===== src/rtl/mem_access_ctrl.sv =====
// MEM-stage access controller: runs one req/ack transaction per load/store and
// freezes the pipeline through MemStall_o until the access is finished.
//
// state | meaning
// IDLE  | waiting for a load/store from EX/MEM; stalls combinationally on access
// REQ   | request outstanding, waiting for mem_ack_i or the timeout
// DONE  | one-cycle completion slot; EX/MEM advances at its end, inputs ignored
module mem_access_ctrl #(
    parameter int TIMEOUT = 64
) (
    input  logic        clk_i,
    input  logic        rst_i,
    input  logic        MemRead_i,
    input  logic        MemWrite_i,
    input  logic [31:0] Addr_i,
    input  logic [31:0] WriteData_i,
    output logic        MemStall_o,
    output logic [31:0] ReadData_o,
    output logic        mem_req_o,
    output logic        mem_we_o,
    output logic [31:0] mem_addr_o,
    output logic [31:0] mem_wdata_o,
    input  logic        mem_ack_i,
    input  logic [31:0] mem_rdata_i,
    output logic        misalign_o,
    output logic        timeout_o
);
    localparam int CNT_W = $clog2(TIMEOUT);

    typedef enum logic [1:0] {IDLE, REQ, DONE} state_t;

    state_t           state;
    logic [CNT_W-1:0] wait_cnt;
    logic             access;
    logic             aligned;

    assign access     = MemRead_i | MemWrite_i;
    assign aligned    = (Addr_i[1:0] == 2'b00);
    assign MemStall_o = ((state == IDLE) && access) || (state == REQ);

    always_ff @(posedge clk_i or posedge rst_i) begin
        if (rst_i) begin
            state       <= IDLE;
            wait_cnt    <= '0;
            mem_req_o   <= 1'b0;
            mem_we_o    <= 1'b0;
            mem_addr_o  <= '0;
            mem_wdata_o <= '0;
            ReadData_o  <= '0;
            misalign_o  <= 1'b0;
            timeout_o   <= 1'b0;
        end else begin
            misalign_o <= 1'b0;
            case (state)
                IDLE: begin
                    if (access && aligned) begin
                        mem_req_o   <= 1'b1;
                        mem_we_o    <= MemWrite_i;
                        mem_addr_o  <= {Addr_i[31:2], 2'b00};
                        mem_wdata_o <= WriteData_i;
                        wait_cnt    <= CNT_W'(TIMEOUT - 1);
                        state       <= REQ;
                    end else if (access) begin
                        // A simultaneous read+write counts as a write, so it keeps ReadData_o.
                        misalign_o <= 1'b1;
                        if (!MemWrite_i) ReadData_o <= '0;
                        state <= DONE;
                    end
                end
                REQ: begin
                    // Ack is checked first so an ack in the terminal-count cycle completes normally.
                    if (mem_ack_i) begin
                        mem_req_o <= 1'b0;
                        if (!mem_we_o) ReadData_o <= mem_rdata_i;
                        state <= DONE;
                    end else if (wait_cnt == '0) begin
                        mem_req_o <= 1'b0;
                        timeout_o <= 1'b1;
                        if (!mem_we_o) ReadData_o <= '0;
                        state <= DONE;
                    end else begin
                        wait_cnt <= wait_cnt - 1'b1;
                    end
                end
                DONE:    state <= IDLE;
                default: state <= IDLE;
            endcase
        end
    end
endmodule


===== config.mk =====
export PLATFORM = sky130hd
export DESIGN_NAME = mem_access_ctrl
export DESIGN_NICKNAME = d
export VERILOG_FILES = /design/src/rtl/mem_access_ctrl.sv
export SDC_FILE = /design/constraint.sdc
export NUM_CORES = 1
export LEC_CHECK = 0
export ABC_AREA = 1
export CAP_MARGIN = 25
export CORE_MARGIN = 8
export CORE_UTILIZATION = 30
export CTS_BUF_LIST = sky130_fd_sc_hd__clkbuf_2 sky130_fd_sc_hd__clkbuf_4 sky130_fd_sc_hd__clkbuf_8
export DETAILED_ROUTE_END_ITERATION = 8
export SYNTH_ARGS = -nofsm -noshare
export SYNTH_HDL_FRONTEND = slang
export SYNTH_SLANG_ARGS = --single-unit

===== constraint.sdc =====
create_clock -name clk_i -period 5.6 [get_ports clk_i]
set_input_delay 0.56 -clock clk_i [delete_from_list [all_inputs] [get_ports clk_i]]
set_output_delay 0.56 -clock clk_i [all_outputs]
set_load 0.05 [all_outputs]

==> Implementation_results.wiki, run 1 <==
{| class="wikitable"
! Metric !! Value
|-
| Share of flip-flops with an asynchronous set or reset after synthesis || 100%
|-
| Global-route wire length before repair || about 21,000 um
|-
| Clock Sinks || 106
|-
| Post-layout worst setup margin || 2710 ps
|-
| Setup TNS || 0 ps
|-
| Place WS || 2240 ps
|-
| Slew @ Worst Pin || 970 ps
|-
| CTS Buf Count || 9
|-
| Count of inserted antenna diode cells || 0
|-
| Number of cells produced by synthesis || 424
|-
| Clock insertion delay at the later pin of the skew report || ~370 ps
|-
| HPWL after DPL || ~9700 um
|-
| Final core area utilization || between 40 and 50%
|-
| Total number of placement rows || 45
|-
| Timing startpoint of the critical path || MemWrite_i
|-
| # placed instances || 788
|-
| H-tree depth reported by CTS || 3
|-
| Final layout net count || 714
|-
| Via count of the routed design || 3,635
|-
| Worst max-slew margin expressed relative to the limit || a little over a third
|-
| Delay of the slowest cell on the worst path || roughly 750 ps
|-
| Number of flops mapped to enable cells by yosys || 0
|-
| Unrepaired setup endpoints after global routing || no
|-
| Number of register bits inferred by synthesis || 106
|-
| Data arrival at the endpoint of the critical path || 3150 ps
|-
| Critical path fanouts, max || 67
|-
| Worst hold slack || roughly 480 ps
|-
| CTS Root Buffer Type || sky130_fd_sc_hd__clkbuf_8
|-
| Final Skew || just over 9 ps
|-
| Number of global-route vias before repair || 3,799
|-
| Startpoint of the lowest-slack hold path || ReadData_o[15]$_DFFE_PP0P_
|-
| Setup-violating endpoint count in the final report || 0
|-
| Placeable core region || ~15,000 sq um
|-
| Hold-fix buffers, CTS || 0
|-
| Avg Vias per Cell || 4.53
|-
| Commonest cells in the netlist || sky130_fd_sc_hd__nand2_1 (114), sky130_fd_sc_hd__dfrtp_1 (106), sky130_fd_sc_hd__nor2_1 (39)
|-
| First-pass iteration count of the detailed router || 4
|-
| TritonCTS clock tree || done
|-
| Critical path cell sequence || clkdlybuf4s50_1, nor2_2, nand3b_4, nand2_1, nor2_8, nand2_8, nand2_1, nand2_1
|-
| Die Y || 140 um
|-
| Area of the mapped netlist || 4580 sq um
|-
| Count of cell types in the netlist || 26
|-
| Area Growth Syn to Fin || 48.7%
|-
| Max Transition Viols Final || 0
|-
| Pin count of the biggest net entering global routing || 68
|-
| Tot GR Track Use || 13.3%
|-
| Clock transition at the register clock pins on the worst setup and hold paths after CTS || about 100 ps
|-
| Cell repeated most along the worst path || sky130_fd_sc_hd__nand2_1
|-
| Main synth FF type || sky130_fd_sc_hd__dfrtp_1
|-
| Ratio of cells with drive above 1 in the final layout || under 10%
|-
| GRT overflow || 0
|-
| Number of post-CTS setup repair buffers || 0
|-
| Post-Route WL || 13,000 um
|-
| Yosys top cell by area || sky130_fd_sc_hd__dfrtp_1
|-
| Final ANT Viol Nets || 0
|-
| Classification of the worst setup path || in2reg
|-
| Leading post-synthesis cells by cell area || sky130_fd_sc_hd__dfrtp_1 (58%), sky130_fd_sc_hd__mux2_1 (9.3%), sky130_fd_sc_hd__nand2_1 (9.3%)
|-
| Cell area after layout || ~6800 sq um
|-
| Proportion of netlist area held by the largest area contributor || 57.9%
|-
| Maximum vdd ir drop || about 0.32 mV
|-
| Die width || ~140 um
|-
| Ports || approximately 200
|-
| Synthesized area per cell || 10.8 sq um
|-
| Required time at the worst-slack endpoint || 5870 ps
|-
| Total chip power || 3.69 mW
|-
| CTS max path bufs || 2
|-
| Period minus WS final || 2890 ps
|-
| Resized cells post-CTS || 0
|-
| Run status || finished clean
|-
| Placed Area || 6640 sq um
|-
| Cell with the biggest individual delay on the critical path || sky130_fd_sc_hd__nand3b_4
|-
| Setup crit start kind || input port
|-
| Initial cell density of the core || a little under a third
|-
| Number of input and output port buffers inserted || 199
|-
| Category of cells accounting for the largest share of critical-path delay || simple AND/OR/NAND/NOR gates
|-
| CP bufs+invs || 1
|-
| FF-to-FF Start || state[1]$_DFFE_PP0P_
|-
| Post-detailed-route DRC marker count || 0
|-
| Final routed wire length divided by cell count || 16.2 um
|-
| Static leakage || just over 3 nW
|-
| Endpoint class of the critical path || flip-flop
|-
| Count of warnings emitted by yosys || 0
|-
| Fmax || ~350 MHz
|-
| Most numerous cell in the Yosys netlist || sky130_fd_sc_hd__nand2_1
|-
| Initial detailed-routing violation count || 231
|-
| Count of non-filler cells in the finished layout || 803
|-
| Fraction of the cycle the final worst path needs || around half
|-
| Number of hold violations in the final report || 0
|-
| Area of the die || 19,500 sq um
|-
| Number of maximum-capacitance constraint violations || 0
|-
| Path class of the lowest-slack min-delay path || reg2reg
|-
| Part of the Yosys area used for sequential elements || approximately 58%
|-
| Antenna violations before repair || 0
|-
| RD Place Congestion || 0.735
|-
| Areal power density over the cells || approximately 540 nW/um^2
|}
[where the power goes]
part / total, mW / switching (mW) / internal [mW]
clock: 0.430 / 0.253 / 0.177
sequential: 1.20 / 0.152 / 1.05
combinational: 2.06 / 1.35 / 0.704
[layout make-up]
type / instances / area [sq um]
clock buffer: 11 / 145
clock inverter: 4 / 28.8
fill: 1427 / 8280
inverter: 11 / 46.3
multi-input combinational: 282 / 1700
sequential: 106 / 2650
tap: 188 / 235
timing repair buffer: 201 / 2010
[registers in the layout, summed over array words and instances (netlist names)]
signal and count:
ReadData_o 32, mem_wdata_o 32, mem_addr_o 30, wait_cnt 6
state 2, mem_req_o 1, mem_we_o 1, misalign_o 1
timeout_o 1
[worst register-to-register path, delay by kind of cell (launching register included)]
family / cells / cell delay, ps
DFF: 1 / 430
and+or+nand+nor: 7 / 1940
[per-layer routing]
metal  global-route usage [%]  vias up  wire (um)  part of all wire, %
met3                     4.99       13        980                  7.5
met1                     14.5     1766       5090                   39
met5                        0        -          0                    0
met2                     23.6      114       6740                   52
li1                         -     1742          -                    -
met4                     4.00        0        195                  1.5
[placed cells by master, fill, tap and decap left out, types with 3 or more instances in the layout]
master                              n
sky130_fd_sc_hd__clkdlybuf4s50_1  199
sky130_fd_sc_hd__inv_1              8
sky130_fd_sc_hd__o21ai_0            7
sky130_fd_sc_hd__nand2_1          114
sky130_fd_sc_hd__mux2_1            38
sky130_fd_sc_hd__a21oi_1            5
sky130_fd_sc_hd__nor2_1            39
sky130_fd_sc_hd__dfrtp_1          106
sky130_fd_sc_hd__nand2_2            4
sky130_fd_sc_hd__mux2_2            25
sky130_fd_sc_hd__clkbuf_8          10
sky130_fd_sc_hd__nor2_2             3
sky130_fd_sc_hd__nand3_1           37
[kinds of logic after synthesis]
kind of cell	after synthesis	synth area share [%]
multiplexers	63	15.5
buffers and inverters	37	5.13
flip-flops	106	57.9
other	1	0.0818
adder cells (fa/ha/maj)	2	0.546
AND/OR/NAND/NOR	201	19.1
AO/OA/AOI/OAI	14	1.80
[worst paths after layout]
kind                                                   end  slack, ps  cells after the start
worst min-delay path            ReadData_o[15]$_DFFE_PP0P_        480                      2
worst max-delay path            ReadData_o[31]$_DFFE_PP0P_       2710                      8
worst max register to register  ReadData_o[31]$_DFFE_PP0P_       3130                      7
max in group asynchronous       ReadData_o[27]$_DFFE_PP0P_       3780                      3
worst min register to register  ReadData_o[15]$_DFFE_PP0P_        480                      2
min in group asynchronous       mem_addr_o[18]$_DFFE_PP0P_        580                      2
Power figures use the tool's default switching activity.
==> inputs of run 2 (changes only) <==
clock period = 2.95 ns   (was 5.6 ns; I/O delays follow)
==> run 2 against run 1 <==
Core utilization up 0.35 points; sequential power up 89%; sequential share of layout area down 0.30 points; flip-flop and latch count unchanged; register-to-register slack worse by 2100 ps; final area up 0.77%; clock skew down 0.74 ps; critical endpoint is now MemStall_o; highest routed layer unchanged.
==> Implementation_results.wiki, run 2 (synthesized netlist as in run 1, its figures left out) <==
{| class="wikitable"
! Metric !! Value
|-
| Run status || finished clean
|-
| Antenna violations before repair || 0
|-
| Clock Sinks || approximately 110
|-
| RD Place Congestion || 0.763
|-
| Count of inserted antenna diode cells || 0
|-
| CTS Buf Count || 9
|-
| Post-layout worst setup margin || approximately 750 ps
|-
| Placed Area || 6700 sq um
|-
| Setup TNS || 0 ps
|-
| Setup-violating endpoint count in the final report || 0
|-
| Hold-fix buffers, CTS || 0
|-
| Areal power density over the cells || 1020 nW/um^2
|-
| Avg Vias per Cell || 4.55
|-
| Worst hold slack || 401 ps
|-
| Resized cells post-CTS || 0
|-
| Final Skew || 8.34 ps
|-
| Setup crit start kind || input port
|-
| Max Transition Viols Final || 0
|-
| HPWL after DPL || 9880 um
|-
| Critical path fanouts, max || 4
|-
| Final ANT Viol Nets || 0
|-
| Final routed wire length divided by cell count || 16.4 um
|-
| Number of input and output port buffers inserted || ~200
|-
| Commonest non-fill, non-tap cell in the layout || sky130_fd_sc_hd__clkdlybuf4s50_1
|-
| Fraction of the cycle the final worst path needs || roughly three quarters
|-
| Die width || 140 um
|-
| Global-route wire length before repair || between 20,000 and 25,000 um
|-
| Number of global-route vias before repair || about 3,800
|-
| Slew @ Worst Pin || 758 ps
|-
| Maximum vdd ir drop || 0.602 mV
|-
| Post-Route WL || 13,300 um
|-
| Clock insertion delay at the later pin of the skew report || 370 ps
|-
| Via count of the routed design || 3,675
|-
| First-pass iteration count of the detailed router || 4
|-
| Pin count of the biggest net entering global routing || 53
|-
| Ratio of cells with drive above 1 in the final layout || 9.85%
|-
| Number of maximum-capacitance constraint violations || 0
|-
| Number of post-CTS setup repair buffers || 0
|-
| Ports || 202
|-
| H-tree depth reported by CTS || 3
|-
| Data arrival at the endpoint of the critical path || 1910 ps
|-
| CTS max path bufs || 2
|-
| Path class of the lowest-slack min-delay path || in2async
|-
| Fmax || 454 MHz
|-
| Unrepaired setup endpoints after global routing || no
|-
| Post-detailed-route DRC marker count || 0
|-
| Initial cell density of the core || 30.4%
|-
| Commonest cells after routing, fill and taps aside || sky130_fd_sc_hd__clkdlybuf4s50_1 (199), sky130_fd_sc_hd__nand2_1 (114), sky130_fd_sc_hd__dfrtp_1 (106)
|-
| Area of the die || 19,500 sq um
|-
| Endpoint class of the critical path || output port
|-
| Total number of placement rows || between 40 and 50
|-
| TritonCTS clock tree || done
|-
| Classification of the worst setup path || in2out
|-
| CTS Root Buffer Type || sky130_fd_sc_hd__clkbuf_8
|-
| Die Y || 140 um
|-
| Area Growth Syn to Fin || 49.8%
|-
| Cell area after layout || around 6900 sq um
|-
| Final layout net count || 719
|-
| Initial detailed-routing violation count || 221
|-
| Clock transition at the register clock pins on the worst setup and hold paths after CTS || 90 ps
|-
| Number of hold violations in the final report || 0
|-
| GRT overflow || 0
|-
| Placeable core region || 15,100 sq um
|-
| Required time at the worst-slack endpoint || 2650 ps
|-
| Place WS || 692 ps
|-
| Period minus WS final || 2200 ps
|-
| Worst max-slew margin expressed relative to the limit || 49.4%
|-
| Leading registers by flop count || ReadData_o x32, mem_wdata_o x32, mem_addr_o x30
|-
| Static leakage || 3.06 nW
|-
| Tot GR Track Use || 13.7%
|}
-- run 2: cell count changes in the layout (fill, tap and decap cells not counted), sizes merged --
cell,before,now
buf,2,7
inv,11,10
-- run 2: path summary, 6_finish.rpt --
| kind | start | endpoint | slack (ps) | depth (start not counted) |
|---|---|---|---|---|
| worst max-delay path | MemWrite_i | MemStall_o | 750 | 4 |
| worst min-delay path | rst_i | mem_addr_o[26]$_DFFE_PP0P_ | 400 | 2 |
| worst max register to register | state[1]$_DFFE_PP0P_ | ReadData_o[31]$_DFFE_PP0P_ | 1070 | 9 |
| worst min register to register | timeout_o$_DFFE_PP0P_ | timeout_o$_DFFE_PP0P_ | 470 | 2 |
| max in group asynchronous | rst_i | mem_wdata_o[5]$_DFFE_PP0P_ | 1750 | 3 |
| min in group clk_i | timeout_o$_DFFE_PP0P_ | timeout_o$_DFFE_PP0P_ | 470 | 2 |
-- run 2: layer usage --
layer,part of all wire (%),up-vias,global-route usage [%]
li1,-,1752,-
met1,42,1798,16.2
met2,50,115,23.2
met3,6.3,10,4.07
met4,1.3,0,4.80
met5,0,-,0
-- run 2: cell type report --
type                            instances  area [sq um]
Sequential cell                       106          2650
Tap cell                              188           235
Inverter                               11          47.5
Timing Repair Buffer                  206          2070
Clock inverter                          3          17.5
Clock buffer                           11           145
Multi-Input combinational cell        282          1700
Fill cell                            1434          8220
-- run 2: critical path, cell delays in order --
cell and delay [ps]:
sky130_fd_sc_hd__clkdlybuf4s50_1 520, sky130_fd_sc_hd__nor2_2 70, sky130_fd_sc_hd__a21oi_1 170, sky130_fd_sc_hd__clkdlybuf4s50_1 850
-- run 2: power breakdown --
part,internal [mW],total [mW],switching (mW)
registers,1.99,2.27,0.280
clock network,0.329,0.811,0.483
logic,1.35,3.94,2.59
total,3.67,7.02,3.35
-- run 2: through the flow --
step,utilization (%),total power [mW],cells
after floorplan,-,4.89,425
after global placement,44.4,6.23,793
after detailed placement,44.4,6.28,793
after CTS,45.5,7.12,807
after global routing,45.5,7.39,807
final,45.5,7.02,807
